### config.mk
export PLATFORM = sky130hd
export DESIGN_NAME = uart_tx_serializer
export DESIGN_NICKNAME = d
export VERILOG_FILES = /design/src/rtl/uart_tx_serializer.sv
export SDC_FILE = /design/constraint.sdc
export NUM_CORES = 1
export LEC_CHECK = 0
export CORE_UTILIZATION = 60
export CTS_CLUSTER_DIAMETER = 200
export DETAILED_ROUTE_END_ITERATION = 7
export DONT_BUFFER_PORTS = 1
export PLACE_DENSITY_LB_ADDON = 0.12
export SLEW_MARGIN = 40
export SYNTH_ARGS = -nofsm -noshare
export SYNTH_HDL_FRONTEND = slang
export SYNTH_SLANG_ARGS = --single-unit
### constraint.sdc
create_clock -name clk -period 2.3 [get_ports clk]
set_input_delay 0.115 -clock clk [delete_from_list [all_inputs] [get_ports clk]]
set_output_delay 0.115 -clock clk [all_outputs]
set_load 0.1 [all_outputs]
### src/rtl/uart_tx_serializer.sv
// uart_tx_serializer
//   UART transmit serializer fed by the baud generator's one-clk txen pulse.
//   Takes a DATA_W-bit word over valid/ready and sends it LSB first as
//   start(0), data, [even parity], STOP_BITS x stop(1). All outputs are
//   registered; txd only moves on the clk after a txen-sampled edge.
//
//   Optional feature macro: UART_TX_PARITY_EN (adds an even parity bit
//   between the last data bit and the stop bits).
//
// Ports:
//   clk       system clock
//   n_rst     asynchronous active-low reset
//   txen      baud enable, one clk per bit period
//   tx_valid  upstream has a word to send
//   tx_data   word to send, sampled only at handshake
//   tx_ready  word can be accepted this cycle (registered, IDLE only)
//   txd       serial line, idle high
//   busy      frame pending or in progress
//   tx_done   one-clk pulse when the final stop period ends
module uart_tx_serializer #(
    parameter int DATA_W    = 8,
    parameter int STOP_BITS = 1
) (
    input  logic              clk,
    input  logic              n_rst,
    input  logic              txen,
    input  logic              tx_valid,
    input  logic [DATA_W-1:0] tx_data,
    output logic              tx_ready,
    output logic              txd,
    output logic              busy,
    output logic              tx_done
);

    // Anything other than 2 stop bits falls back to 1.
    localparam int STOP_N = (STOP_BITS == 2) ? 2 : 1;
    localparam int CNT_W  = (DATA_W > 1) ? $clog2(DATA_W) : 1;

    typedef enum logic [2:0] {
        IDLE   = 3'd0,
        ARMED  = 3'd1,
        START  = 3'd2,
        DATA   = 3'd3,
        STOP   = 3'd4
`ifdef UART_TX_PARITY_EN
        ,
        PARITY = 3'd5
`endif
    } state_t;

    state_t             state, state_n;
    logic [DATA_W-1:0]  shreg, shreg_n;
    logic [CNT_W-1:0]   bit_cnt, bit_cnt_n;
    logic               stop_cnt, stop_cnt_n;
    logic               txd_n, ready_n, busy_n, done_n;
    logic               accept;
`ifdef UART_TX_PARITY_EN
    logic               par, par_n;
`endif

    assign accept = tx_valid && tx_ready;

    always_ff @(posedge clk or negedge n_rst) begin
        if (!n_rst) begin
            state    <= IDLE;
            shreg    <= '0;
            bit_cnt  <= '0;
            stop_cnt <= 1'b0;
            txd      <= 1'b1;
            tx_ready <= 1'b1;
            busy     <= 1'b0;
            tx_done  <= 1'b0;
`ifdef UART_TX_PARITY_EN
            par      <= 1'b0;
`endif
        end else begin
            state    <= state_n;
            shreg    <= shreg_n;
            bit_cnt  <= bit_cnt_n;
            stop_cnt <= stop_cnt_n;
            txd      <= txd_n;
            tx_ready <= ready_n;
            busy     <= busy_n;
            tx_done  <= done_n;
`ifdef UART_TX_PARITY_EN
            par      <= par_n;
`endif
        end
    end

    always_comb begin
        state_n    = state;
        shreg_n    = shreg;
        bit_cnt_n  = bit_cnt;
        stop_cnt_n = stop_cnt;
        txd_n      = txd;
        ready_n    = 1'b0;
        busy_n     = busy;
        done_n     = 1'b0;
`ifdef UART_TX_PARITY_EN
        par_n      = par;
`endif
        case (state)
            IDLE: begin
                // txen is ignored here; a txen coinciding with accept is
                // not consumed, ARMED waits for the next one. tx_ready is
                // held low for the tx_done cycle since it is computed from
                // the registered state.
                txd_n   = 1'b1;
                busy_n  = 1'b0;
                ready_n = !accept;
                if (accept) begin
                    state_n = ARMED;
                    shreg_n = tx_data;
                    busy_n  = 1'b1;
`ifdef UART_TX_PARITY_EN
                    par_n   = ^tx_data;
`endif
                end
            end
            ARMED: begin
                if (txen) begin
                    state_n = START;
                    txd_n   = 1'b0;
                end
            end
            START: begin
                if (txen) begin
                    state_n   = DATA;
                    txd_n     = shreg[0];
                    bit_cnt_n = '0;
                end
            end
            DATA: begin
                if (txen) begin
                    if (bit_cnt == CNT_W'(DATA_W - 1)) begin
`ifdef UART_TX_PARITY_EN
                        state_n    = PARITY;
                        txd_n      = par;
`else
                        state_n    = STOP;
                        txd_n      = 1'b1;
                        stop_cnt_n = 1'b0;
`endif
                    end else begin
                        // shreg[1] is the bit that lands in shreg[0].
                        shreg_n   = shreg >> 1;
                        txd_n     = shreg[1];
                        bit_cnt_n = bit_cnt + CNT_W'(1);
                    end
                end
            end
`ifdef UART_TX_PARITY_EN
            PARITY: begin
                if (txen) begin
                    state_n    = STOP;
                    txd_n      = 1'b1;
                    stop_cnt_n = 1'b0;
                end
            end
`endif
            STOP: begin
                if (txen) begin
                    if (stop_cnt == 1'(STOP_N - 1)) begin
                        state_n = IDLE;
                        done_n  = 1'b1;
                        busy_n  = 1'b0;
                    end else begin
                        stop_cnt_n = 1'b1;
                    end
                end
            end
            default: begin
                state_n = IDLE;
                txd_n   = 1'b1;
                busy_n  = 1'b0;
            end
        endcase
    end

endmodule

==> results of run 1 <==
logic make-up after synthesis:
family	count (synthesis)	synth area share
and+or+nand+nor	22	0.141
AOI/OAI and AO/OA	16	0.128
DFF	18	0.474
adders and majority gates	2	0.0262
muxes	16	0.187
buffers and inverters	8	0.0432
flip-flops by register name, summed over array words and instances (netlist names):
signal / count
tx_ready: 1
bit_cnt: 3
busy: 1
tx_done: 1
shreg: 8
state: 3
txd: 1
worst paths after layout:
path	startpoint	end	slack [ns]	cells past startpoint
max	state[0]$_DFFE_PN0P_	shreg[0]$_DFFE_PN0P_	0.56	3
min reg2reg	shreg[3]$_DFFE_PN0P_	shreg[3]$_DFFE_PN0P_	0.51	1
min	txen	state[0]$_DFFE_PN0P_	0.03	2
min in group asynchronous	n_rst	tx_done$_DFF_PN0_	0.28	2
max in group asynchronous	n_rst	txd$_DFFE_PN1P_	1.70	2
max reg2reg	state[0]$_DFFE_PN0P_	shreg[0]$_DFFE_PN0P_	0.56	3
area by class of cell:
cell class	count	area [um^2]
Tap cell	16	20.0
Timing Repair Buffer	7	60.1
Clock buffer	4	36.3
Fill cell	109	447
Multi-Input combinational cell	56	462
Inverter	3	11.3
Sequential cell	18	453
per-layer routing:
layer,vias to the layer above,track usage,wire length (um)
li1,310,-,-
met1,288,0.245,683
met2,15,0.328,729
met3,6,0.0478,70
met4,0,0.110,33
met5,-,0,0
placed cells by master (no fill, tap or decap), types with 2 or more instances in the layout:
master	synthesis	layout
a22o_1	3	3
nand2_1	7	7
nor3_1	2	2
dlygate4sd3_1	0	4
dfrtp_1	16	16
mux2_2	15	15
ha_1	2	2
nand2b_1	3	3
o21ai_0	4	4
clkbuf_4	0	3
inv_1	3	3
a21oi_1	2	2
dfstp_2	2	2
buf_4	0	2
power by group through the flow:
stage | registers, mW | logic [mW] | clock network (mW)
after floorplan | 0.623 | 0.497 | 0
after global placement | 0.614 | 0.575 | 0
after detailed placement | 0.619 | 0.590 | 0
after CTS | 0.612 | 0.604 | 0.198
after global routing | 0.634 | 0.656 | 0.213
final | 0.611 | 0.593 | 0.194
==> run_summary.xml, run 1 <==
<?xml version="1.0" encoding="UTF-8"?>
<metrics>
  <group name="pwr">
    <metric name="seq_power_share" unit="">0.437</metric>
    <metric name="comb_power_share" unit="">0.424</metric>
    <metric name="total_switching_power" unit="mW">0.526</metric>
    <metric name="power_leakage" unit="nW">0.460</metric>
    <metric name="power_frac_clock" unit="">0.139</metric>
    <metric name="finalPower" unit="mW">1.40</metric>
    <metric name="cellInternalPower" unit="mW">0.873</metric>
    <metric name="power-per-cell-area" unit="mW/mm^2">1340</metric>
    <metric name="swShare" unit="">0.376</metric>
    <metric name="ir_drop" unit="mV">0.799</metric>
  </group>
  <group name="floorplanning">
    <metric name="placement_rows" unit="">14</metric>
    <metric name="dieArea" unit="mm^2">0.00176</metric>
    <metric name="floorplan.die.height" unit="um">41.9</metric>
    <metric name="die_w" unit="um">41.9</metric>
    <metric name="design.portCount" unit="">16</metric>
    <metric name="floorplan.core_area" unit="mm^2">0.00149</metric>
    <metric name="floorplan.initialDensity" unit="">0.642</metric>
  </group>
  <group name="synth">
    <metric name="yosysUniqueCellTypes" unit="">32</metric>
    <metric name="yosys.area.top_type_share" unit="">0.419</metric>
    <metric name="synth.area.top_cells" unit="">dfrtp_1 42%, mux2_2 18%, dfstp_2 5.5%</metric>
    <metric name="syn-cell-area" unit="um^2">956</metric>
    <metric name="synth_most_common_cell" unit="">dfrtp_1</metric>
    <metric name="yosys_warnings" unit="">0</metric>
    <metric name="synth_edf_count" unit="">0</metric>
    <metric name="synth.ff_latch_count" unit="">18</metric>
    <metric name="leading_area_contributor_after_synthesis" unit="">dfrtp_1</metric>
    <metric name="synth.yosys.seq_area_share" unit="">0.474</metric>
    <metric name="postSynthNetCount" unit="">96</metric>
    <metric name="synth-main-ff-cell" unit="">dfrtp_1</metric>
    <metric name="syn_inst" unit="">82</metric>
    <metric name="syn_area_per_cell" unit="um^2">11.7</metric>
    <metric name="netlist_top_cells_count" unit="">16 x dfrtp_1, 15 x mux2_2, 7 x nand2_1, 4 x o21ai_0</metric>
    <metric name="postSynth.asyncResetShare" unit="">1.00</metric>
  </group>
  <group name="worst_setup_path">
    <metric name="path_class" unit="">reg -&gt; reg</metric>
    <metric name="critPathTopFamily" unit="">flip-flops</metric>
    <metric name="critical-path-max-stage-delay" unit="ns">0.52</metric>
    <metric name="cell_chain_critical_path" unit="">or3_4 -&gt; o22ai_4 -&gt; mux2_2</metric>
    <metric name="start_kind" unit="">flop</metric>
    <metric name="worstPathMaxFanout" unit="">13</metric>
    <metric name="slowest_stage" unit="">dfrtp_1</metric>
    <metric name="critical_path.endpoint_type" unit="">flop</metric>
    <metric name="critPathRequiredTime" unit="ns">2.49</metric>
    <metric name="worst-endpoint-arrival" unit="ns">1.93</metric>
    <metric name="timing.critical_path.buf_inv" unit="">0</metric>
  </group>
  <group name="clock_tree">
    <metric name="cts_hold_buffers_added" unit="">4</metric>
    <metric name="postCtsSetupBuffers" unit="">0</metric>
    <metric name="cts-root-to-sink-buffers" unit="">2</metric>
    <metric name="clock-sinks" unit="">18</metric>
    <metric name="clk_root_buffer_cell" unit="">clkbuf_4</metric>
    <metric name="cts_tree" unit="">yes</metric>
    <metric name="ctsResizeCount" unit="">0</metric>
    <metric name="htree_levels" unit="">1</metric>
    <metric name="clkTransAtPathRegs" unit="ns">0.10</metric>
    <metric name="clk_latency" unit="ns">0.29</metric>
    <metric name="cts_buffers" unit="">3</metric>
  </group>
  <group name="global_routing">
    <metric name="gr-usage-all-layers" unit="">0.201</metric>
    <metric name="grt_antenna_before_repair" unit="">0</metric>
    <metric name="globalRoute.totalOverflow" unit="">0</metric>
    <metric name="first_pass_grt_wire_length" unit="mm">2.64</metric>
    <metric name="number_of_global_route_vias_before_repair" unit="">625</metric>
    <metric name="grt_max_degree" unit="">19</metric>
  </group>
  <group name="placement">
    <metric name="post-place-cells" unit="">95</metric>
    <metric name="dpl_cell_area" unit="um^2">961</metric>
    <metric name="buffer_ports.inserted" unit="">0</metric>
    <metric name="gp_congestion" unit="">0.715</metric>
    <metric name="dp_hpwl" unit="mm">1.05</metric>
    <metric name="place_worst_setup_slack" unit="ns">0.564</metric>
  </group>
  <group name="timing">
    <metric name="timing_worst_slew_pin_value" unit="ns">0.870</metric>
    <metric name="fin_ws" unit="ns">0.555</metric>
    <metric name="totalNegativeSetupSlack" unit="ns">0</metric>
    <metric name="worst_clock_skew" unit="ns">0.000868</metric>
    <metric name="setup_repair_after_global_routing_missed_its_margin" unit="">false</metric>
    <metric name="drv_slew" unit="">0</metric>
    <metric name="min_period_over_period" unit="">0.759</metric>
    <metric name="timing_hold_violations_final" unit="">0</metric>
    <metric name="finalWorstPathRequiredPeriod" unit="ns">1.74</metric>
    <metric name="setup-violations-final" unit="">0</metric>
    <metric name="max-slew-margin-rel" unit="">0.420</metric>
    <metric name="whs" unit="ns">0.0250</metric>
    <metric name="fmaxAchievable" unit="MHz">573</metric>
  </group>
  <group name="cells_and_area">
    <metric name="layout-drive-gt1-share" unit="">0.341</metric>
    <metric name="post-route-cell-area" unit="mm^2">0.00104</metric>
    <metric name="share_of_the_core_filled_with_cells_in_the_final_layout" unit="">0.700</metric>
    <metric name="layout.nets" unit="">103</metric>
    <metric name="diodes" unit="">0</metric>
    <metric name="flow.area_growth_from_synthesis" unit="%">9.03</metric>
    <metric name="finish.cell_count_without_fillers" unit="">104</metric>
  </group>
  <group name="routing">
    <metric name="routed_wire_length" unit="mm">1.52</metric>
    <metric name="drt-wirelength-per-cell" unit="um">14.6</metric>
    <metric name="vias_per_cell" unit="">5.95</metric>
    <metric name="vias" unit="">619</metric>
    <metric name="initialDrtViolationCount" unit="">6</metric>
    <metric name="detailedRoute.firstPassIterationCount" unit="">4</metric>
    <metric name="drt.antenna.violating_nets" unit="">0</metric>
    <metric name="detail_route.drc_violations" unit="">0</metric>
  </group>
  <group name="hold_path">
    <metric name="min_path_type" unit="">in -&gt; reg</metric>
  </group>
  <group name="run_status">
    <metric name="run_status" unit="">completed</metric>
  </group>
  <group name="job">
    <metric name="timing.max_cap.violations" unit="">0</metric>
  </group>
</metrics>
Note: power is estimated with default switching activity, not from simulation.
==> run 2: changes to the inputs <==
--- a/config.mk
+++ b/config.mk
@@ -5,7 +5,7 @@
 export SDC_FILE = /design/constraint.sdc
 export NUM_CORES = 1
 export LEC_CHECK = 0
-export CORE_UTILIZATION = 60
+export CORE_UTILIZATION = 54
 export CTS_CLUSTER_DIAMETER = 200
 export DETAILED_ROUTE_END_ITERATION = 7
 export DONT_BUFFER_PORTS = 1
==> constraint.sdc (replaced) <==
create_clock -name clk -period 1.46 [get_ports clk]
set_input_delay 0.073 -clock clk [delete_from_list [all_inputs] [get_ports clk]]
set_output_delay 0.073 -clock clk [all_outputs]
set_load 0.1 [all_outputs]
==> run 2 against run 1 <==
Effect of this change: the flow now finishes with violations (DRC, setup timing); hold slack got worse by 0.0034 ns; core utilization rose by 8.3 points; fmax rose by 13%; via count rose by 14%; final area rose by 18%; first-iteration DRC count up 50%; sequential power rose by 37%; sequential share of layout area is 6.3 points lower; non-clock buffer count is 12 higher; cell count grew 12%.
==> run_summary.xml, run 2 (same netlist as run 1, synthesis figures left out) <==
<?xml version="1.0" encoding="UTF-8"?>
<metrics>
  <group name="run_status">
    <metric name="run_status" unit="">complete, but fails checks</metric>
    <metric name="failed_checks" unit="">DRC, setup timing</metric>
  </group>
  <group name="global_routing">
    <metric name="number_of_global_route_vias_before_repair" unit="">714</metric>
    <metric name="grt_antenna_before_repair" unit="">0</metric>
    <metric name="grt_max_degree" unit="">19</metric>
    <metric name="globalRoute.totalOverflow" unit="">0</metric>
    <metric name="first_pass_grt_wire_length" unit="mm">3.19</metric>
    <metric name="gr-usage-all-layers" unit="">0.232</metric>
  </group>
  <group name="floorplanning">
    <metric name="design.portCount" unit="">16</metric>
    <metric name="floorplan.core_area" unit="mm^2">0.00158</metric>
    <metric name="dieArea" unit="mm^2">0.00194</metric>
    <metric name="floorplan.die.height" unit="um">44.1</metric>
    <metric name="floorplan.initialDensity" unit="">0.606</metric>
    <metric name="die_w" unit="um">44.1</metric>
    <metric name="placement_rows" unit="">14</metric>
  </group>
  <group name="routing">
    <metric name="drt-wirelength-per-cell" unit="um">16.7</metric>
    <metric name="initialDrtViolationCount" unit="">9</metric>
    <metric name="routed_wire_length" unit="mm">1.93</metric>
    <metric name="detail_route.drc_violations" unit="">4</metric>
    <metric name="detailedRoute.firstPassIterationCount" unit="">6</metric>
    <metric name="drt.antenna.violating_nets" unit="">0</metric>
    <metric name="vias_per_cell" unit="">6.08</metric>
    <metric name="vias" unit="">705</metric>
  </group>
  <group name="cells_and_area">
    <metric name="layout.nets" unit="">115</metric>
    <metric name="post-route-cell-area" unit="mm^2">0.00123</metric>
    <metric name="reg.largest.list" unit="">shreg x8, bit_cnt x3, state x3</metric>
    <metric name="flow.area_growth_from_synthesis" unit="%">29.1</metric>
    <metric name="share_of_the_core_filled_with_cells_in_the_final_layout" unit="">0.783</metric>
    <metric name="diodes" unit="">0</metric>
    <metric name="final_common_cell" unit="">dfrtp_1</metric>
    <metric name="layout-drive-gt1-share" unit="">0.490</metric>
    <metric name="largest_register_ff_count" unit="">8</metric>
    <metric name="highest_count_cells_in_the_layout_ignoring_fill_and_taps" unit="">15 x dfrtp_1, 12 x buf_4, 8 x mux2_2</metric>
    <metric name="fillerInstances" unit="">94</metric>
    <metric name="max_flop_register" unit="">shreg</metric>
  </group>
  <group name="pwr">
    <metric name="power_leakage" unit="nW">0.557</metric>
    <metric name="finalPower" unit="mW">2.69</metric>
    <metric name="ir_drop" unit="mV">1.63</metric>
    <metric name="power-per-cell-area" unit="mW/mm^2">2180</metric>
  </group>
  <group name="placement">
    <metric name="dp_hpwl" unit="mm">1.19</metric>
    <metric name="dpl_cell_area" unit="mm^2">0.00104</metric>
    <metric name="gp_congestion" unit="">0.760</metric>
    <metric name="buffer_ports.inserted" unit="">0</metric>
  </group>
  <group name="clock_tree">
    <metric name="cts_buffers" unit="">3</metric>
    <metric name="clkTransAtPathRegs" unit="ns">0.10</metric>
    <metric name="cts-root-to-sink-buffers" unit="">2</metric>
    <metric name="clk_root_buffer_cell" unit="">clkbuf_4</metric>
    <metric name="clock-sinks" unit="">18</metric>
    <metric name="htree_levels" unit="">1</metric>
    <metric name="cts_tree" unit="">yes</metric>
    <metric name="clk_latency" unit="ns">0.30</metric>
  </group>
  <group name="timing">
    <metric name="timing_worst_slew_pin_value" unit="ns">0.393</metric>
    <metric name="min_period_over_period" unit="">1.05</metric>
    <metric name="timing_hold_violations_final" unit="">0</metric>
    <metric name="fin_ws" unit="ns">-0.0800</metric>
    <metric name="setup_repair_after_global_routing_missed_its_margin" unit="">true</metric>
    <metric name="fmaxAchievable" unit="MHz">649</metric>
    <metric name="max-slew-margin-rel" unit="">0.738</metric>
    <metric name="finalWorstPathRequiredPeriod" unit="ns">1.54</metric>
    <metric name="setup-violations-final" unit="">8</metric>
    <metric name="worst_clock_skew" unit="ns">0.00230</metric>
    <metric name="drv_slew" unit="">0</metric>
  </group>
  <group name="worst_setup_path">
    <metric name="critPathRequiredTime" unit="ns">1.65</metric>
    <metric name="start_kind" unit="">flop</metric>
    <metric name="worstPathMaxFanout" unit="">8</metric>
    <metric name="path_class" unit="">reg -&gt; reg</metric>
    <metric name="worst_reg_to_reg_cells" unit="">4</metric>
    <metric name="critical_path.endpoint_type" unit="">flop</metric>
    <metric name="worst-endpoint-arrival" unit="ns">1.73</metric>
  </group>
  <group name="job">
    <metric name="timing.max_cap.violations" unit="">0</metric>
  </group>
  <group name="hold_path">
    <metric name="min_path_type" unit="">in -&gt; reg</metric>
    <metric name="hold-path-cell-count" unit="">3</metric>
  </group>
</metrics>
[run 2: cell types whose count changed in the layout (fill, tap and decap cells not counted), moves of 2 or more]
cell | previous run | this run
buf_4 | 2 | 12
mux2_2 | 15 | 8
mux2_4 | 0 | 7
o21ai_0 | 4 | 1
ha_1 | 2 | 0
o21ai_1 | 0 | 2
[run 2: area by class of cell]
type / count / area (um^2) / share of cell area
tap: 16 / 20.0 / 0.0162
clock buffer: 4 / 36.3 / 0.0294
timing repair buffer: 19 / 166 / 0.135
sequential: 18 / 458 / 0.371
multi-input combinational: 56 / 542 / 0.439
inverter: 3 / 11.3 / 0.00913
[run 2: repair_timing]
action / in CTS / in global routing
gates resized for setup: 14 / 5
hold endpoints to repair: 26 / 16
pin swaps: 6 / 5
setup buffers: 2 / 1
hold buffers: 4 / 1
endpoints found under the setup margin: 14 / 13
[run 2: layer usage]
metal  share of wire  global-route usage  wire length (um)
met2            0.53               0.412              1030
met3           0.045              0.0776                87
met4          0.0031              0.0727                 6
met1            0.42               0.262               810
met5               0                   0                 0
[run 2: path summary, 6_finish.rpt]
| kind | start | end | slack [ns] |
|---|---|---|---|
| setup / recovery | state[1]$_DFFE_PN0P_ | shreg[6]$_DFFE_PN0P_ | -0.08 |
| hold / removal | txen | txd$_DFFE_PN1P_ | 0.02 |
| setup reg to reg | state[1]$_DFFE_PN0P_ | shreg[6]$_DFFE_PN0P_ | -0.08 |
| hold reg to reg | shreg[4]$_DFFE_PN0P_ | shreg[4]$_DFFE_PN0P_ | 0.52 |
| max in group asynchronous | n_rst | tx_ready$_DFF_PN1_ | 0.92 |
| min in group asynchronous | n_rst | bit_cnt[2]$_DFFE_PN0P_ | 0.22 |
[run 2: critical path, stage by stage (launching register included)]
cell,delay (ns)
dfrtp_1,0.40
or3_4,0.41
o22ai_4,0.17
buf_12,0.16
mux2_4,0.30
[run 2: metrics by stage]
stage	std cells	setup WS [ns]	setup TNS (ns)	hold slack [ns]
6_report	116	-0.0800	-0.560	0.0217
5_1_grt	116	-0.129	-1.02	0.0167
4_1_cts	114	-0.0780	-0.532	0.0156
3_5_place_dp	104	-0.150	-1.32	-0.222
3_3_place_gp	104	-0.111	-0.997	-0.222
2_1_floorplan	82	-0.149	-1.04	-0.223
[run 2: report_power, final]
part	switching, mW	leakage, nW	internal [mW]	total, mW
clock	0.156	0.0210	0.152	0.309
combinational	0.699	0.317	0.842	1.54
sequential	0.133	0.219	0.702	0.835
total	0.988	0.557	1.70	2.69
==> run 3: changes to the inputs <==
--- a/config.mk
+++ b/config.mk
@@ -5,7 +5,7 @@
 export SDC_FILE = /design/constraint.sdc
 export NUM_CORES = 1
 export LEC_CHECK = 0
-export CORE_UTILIZATION = 54
+export CORE_UTILIZATION = 60
 export CTS_CLUSTER_DIAMETER = 200
 export DETAILED_ROUTE_END_ITERATION = 7
 export DONT_BUFFER_PORTS = 1
==> constraint.sdc (replaced) <==
create_clock -name clk -period 1.7 [get_ports clk]
set_input_delay 0.085 -clock clk [delete_from_list [all_inputs] [get_ports clk]]
set_output_delay 0.085 -clock clk [all_outputs]
set_load 0.1 [all_outputs]
==> run 3 against run 2 <==
Effect of this change: largest power group unchanged; global-route usage is 0.93 points lower; combinational power is 34% lower; flip-flop and latch count stayed put; worst setup slack better by 0.16 ns; routed wire length is 14% lower; the run now ends clean; die area is 9.6% lower; clock-buffer cell count stayed put; final area is 11% lower; via count is 6.7% lower; non-clock buffer count is 5 lower; critical endpoint is now shreg[4]$_DFFE_PN0P_; clock power is 18% lower.
==> run_summary.xml, run 3 (same netlist as run 1, synthesis figures left out) <==
<?xml version="1.0" encoding="UTF-8"?>
<metrics>
  <group name="run_status">
    <metric name="run_status" unit="">completed</metric>
  </group>
  <group name="routing">
    <metric name="detail_route.drc_violations" unit="">0</metric>
    <metric name="drt.antenna.violating_nets" unit="">0</metric>
    <metric name="vias" unit="">658</metric>
    <metric name="drt-wirelength-per-cell" unit="um">14.9</metric>
    <metric name="routed_wire_length" unit="mm">1.66</metric>
    <metric name="vias_per_cell" unit="">5.93</metric>
    <metric name="initialDrtViolationCount" unit="">5</metric>
    <metric name="detailedRoute.firstPassIterationCount" unit="">4</metric>
  </group>
  <group name="worst_setup_path">
    <metric name="critical_path.endpoint_type" unit="">flop</metric>
    <metric name="critical-path-max-stage-delay" unit="ns">0.42</metric>
    <metric name="start_kind" unit="">flop</metric>
    <metric name="worst-endpoint-arrival" unit="ns">1.79</metric>
    <metric name="path_class" unit="">reg -&gt; reg</metric>
    <metric name="critPathTopFamily" unit="">adder cells</metric>
    <metric name="worstPathMaxFanout" unit="">8</metric>
    <metric name="timing.critical_path.buf_inv" unit="">0</metric>
    <metric name="cell_chain_critical_path" unit="">ha_1 -&gt; ha_2 -&gt; o22ai_4 -&gt; mux2_2</metric>
    <metric name="slowest_stage" unit="">dfrtp_1</metric>
    <metric name="critPathRequiredTime" unit="ns">1.87</metric>
  </group>
  <group name="timing">
    <metric name="timing_worst_slew_pin_value" unit="ns">0.399</metric>
    <metric name="fmaxAchievable" unit="MHz">618</metric>
    <metric name="worst_clock_skew" unit="ns">0.000696</metric>
    <metric name="timing_hold_violations_final" unit="">0</metric>
    <metric name="totalNegativeSetupSlack" unit="ns">0</metric>
    <metric name="max-slew-margin-rel" unit="">0.734</metric>
    <metric name="drv_slew" unit="">0</metric>
    <metric name="setup-violations-final" unit="">0</metric>
    <metric name="finalWorstPathRequiredPeriod" unit="ns">1.62</metric>
    <metric name="setup_repair_after_global_routing_missed_its_margin" unit="">false</metric>
    <metric name="min_period_over_period" unit="">0.952</metric>
  </group>
  <group name="pwr">
    <metric name="power_leakage" unit="nW">0.493</metric>
    <metric name="ir_drop" unit="mV">1.38</metric>
    <metric name="power-per-cell-area" unit="mW/mm^2">1780</metric>
    <metric name="finalPower" unit="mW">1.96</metric>
  </group>
  <group name="global_routing">
    <metric name="grt_use_met2" unit="">0.341</metric>
    <metric name="gr-usage-all-layers" unit="">0.223</metric>
    <metric name="number_of_global_route_vias_before_repair" unit="">643</metric>
    <metric name="first_pass_grt_wire_length" unit="mm">2.93</metric>
    <metric name="globalRoute.totalOverflow" unit="">0</metric>
    <metric name="grt_max_degree" unit="">19</metric>
    <metric name="groute.layer.met3.usage" unit="">0.0391</metric>
    <metric name="grt_antenna_before_repair" unit="">0</metric>
    <metric name="gr-usage-met1" unit="">0.311</metric>
    <metric name="global_route.peak_usage_layer" unit="">met2</metric>
  </group>
  <group name="cells_and_area">
    <metric name="reg.largest.list" unit="">shreg x8, bit_cnt x3, state x3</metric>
    <metric name="share_of_the_core_filled_with_cells_in_the_final_layout" unit="">0.739</metric>
    <metric name="layout.nets" unit="">110</metric>
    <metric name="largest_register_ff_count" unit="">8</metric>
    <metric name="fillerInstances" unit="">111</metric>
    <metric name="max_flop_register" unit="">shreg</metric>
    <metric name="layout-drive-gt1-share" unit="">0.400</metric>
    <metric name="final_common_cell" unit="">dfrtp_1</metric>
    <metric name="flow.area_growth_from_synthesis" unit="%">15.2</metric>
    <metric name="diodes" unit="">0</metric>
    <metric name="highest_count_cells_in_the_layout_ignoring_fill_and_taps" unit="">16 x dfrtp_1, 15 x mux2_2, 9 x buf_4</metric>
  </group>
  <group name="floorplanning">
    <metric name="floorplan.core_area" unit="mm^2">0.00149</metric>
    <metric name="design.portCount" unit="">16</metric>
    <metric name="dieArea" unit="mm^2">0.00176</metric>
    <metric name="placement_rows" unit="">14</metric>
    <metric name="floorplan.initialDensity" unit="">0.642</metric>
    <metric name="die_w" unit="um">41.9</metric>
    <metric name="floorplan.die.height" unit="um">41.9</metric>
  </group>
  <group name="hold_path">
    <metric name="min_path_type" unit="">in -&gt; reg</metric>
  </group>
  <group name="clock_tree">
    <metric name="cts-root-to-sink-buffers" unit="">2</metric>
    <metric name="cts_buffers" unit="">3</metric>
    <metric name="clk_root_buffer_cell" unit="">clkbuf_4</metric>
    <metric name="clk_latency" unit="ns">0.28</metric>
    <metric name="clkTransAtPathRegs" unit="ns">0.10</metric>
    <metric name="htree_levels" unit="">1</metric>
    <metric name="clock-sinks" unit="">18</metric>
    <metric name="cts_tree" unit="">yes</metric>
  </group>
  <group name="placement">
    <metric name="dp_hpwl" unit="mm">1.17</metric>
    <metric name="gp_congestion" unit="">0.725</metric>
    <metric name="buffer_ports.inserted" unit="">0</metric>
  </group>
  <group name="job">
    <metric name="timing.max_cap.violations" unit="">0</metric>
  </group>
</metrics>
-- run 3: path summary, 6_finish.rpt --
check                                        from                   end  slack [ns]  depth (start not counted)
max                        bit_cnt[0]$_DFFE_PN0P_  shreg[4]$_DFFE_PN0P_        0.08                          4
min                                          txen  state[0]$_DFFE_PN0P_        0.03                          3
max reg2reg                bit_cnt[0]$_DFFE_PN0P_  shreg[4]$_DFFE_PN0P_        0.08                          4
min reg2reg                  shreg[5]$_DFFE_PN0P_  shreg[5]$_DFFE_PN0P_        0.51                          1
max in group asynchronous                   n_rst       txd$_DFFE_PN1P_        1.13                          2
min in group asynchronous                   n_rst  shreg[5]$_DFFE_PN0P_        0.25                          2
-- run 3: layout make-up --
type                    count  area (um^2)  share of cell area
multi-input cells          56          464               0.422
well taps                  16         20.0              0.0182
clock buffers               4         36.3              0.0330
flip-flops and latches     18          457               0.415
inverters                   3         11.3              0.0102
repair buffers             14          113               0.102
-- run 3: what timing repair did --
| item | 4_1_cts | 5_1_grt |
|---|---|---|
| setup buffers | 0 | 1 |
| hold buffers | 4 | 1 |
| gates resized for setup | 0 | 1 |
| endpoints found under the hold margin | 26 | 16 |
| endpoints found under the setup margin | 0 | 9 |
-- run 3: through the flow --
step	instance area, um^2	hold slack (ns)	worst slack, ns	std cells
floorplan	960	-0.211	0.0137	82
global placement	1010	-0.210	0.0755	101
detailed placement	1010	-0.210	0.0302	101
CTS	1090	0.0204	0.00787	109
global route	1100	0.0325	0.0108	111
finish	1100	0.0301	0.0822	111
-- run 3: worst register-to-register path: stages (launching register included) --
cell	delay [ns]
dfrtp_1	0.42
ha_1	0.21
ha_2	0.22
o22ai_4	0.28
mux2_2	0.38
-- run 3: where the power goes --
| group | total, mW | switching [mW] | internal, mW |
|---|---|---|---|
| registers | 0.701 | 0.0994 | 0.601 |
| logic | 1.01 | 0.506 | 0.504 |
| clock network | 0.252 | 0.122 | 0.130 |
-- run 3: metal layers --
| layer | vias up | routed length (um) |
|---|---|---|
| met5 | - | 0 |
| li1 | 326 | - |
| met3 | 2 | 49 |
| met1 | 318 | 786 |
| met4 | 0 | 9 |
| met2 | 12 | 812 |
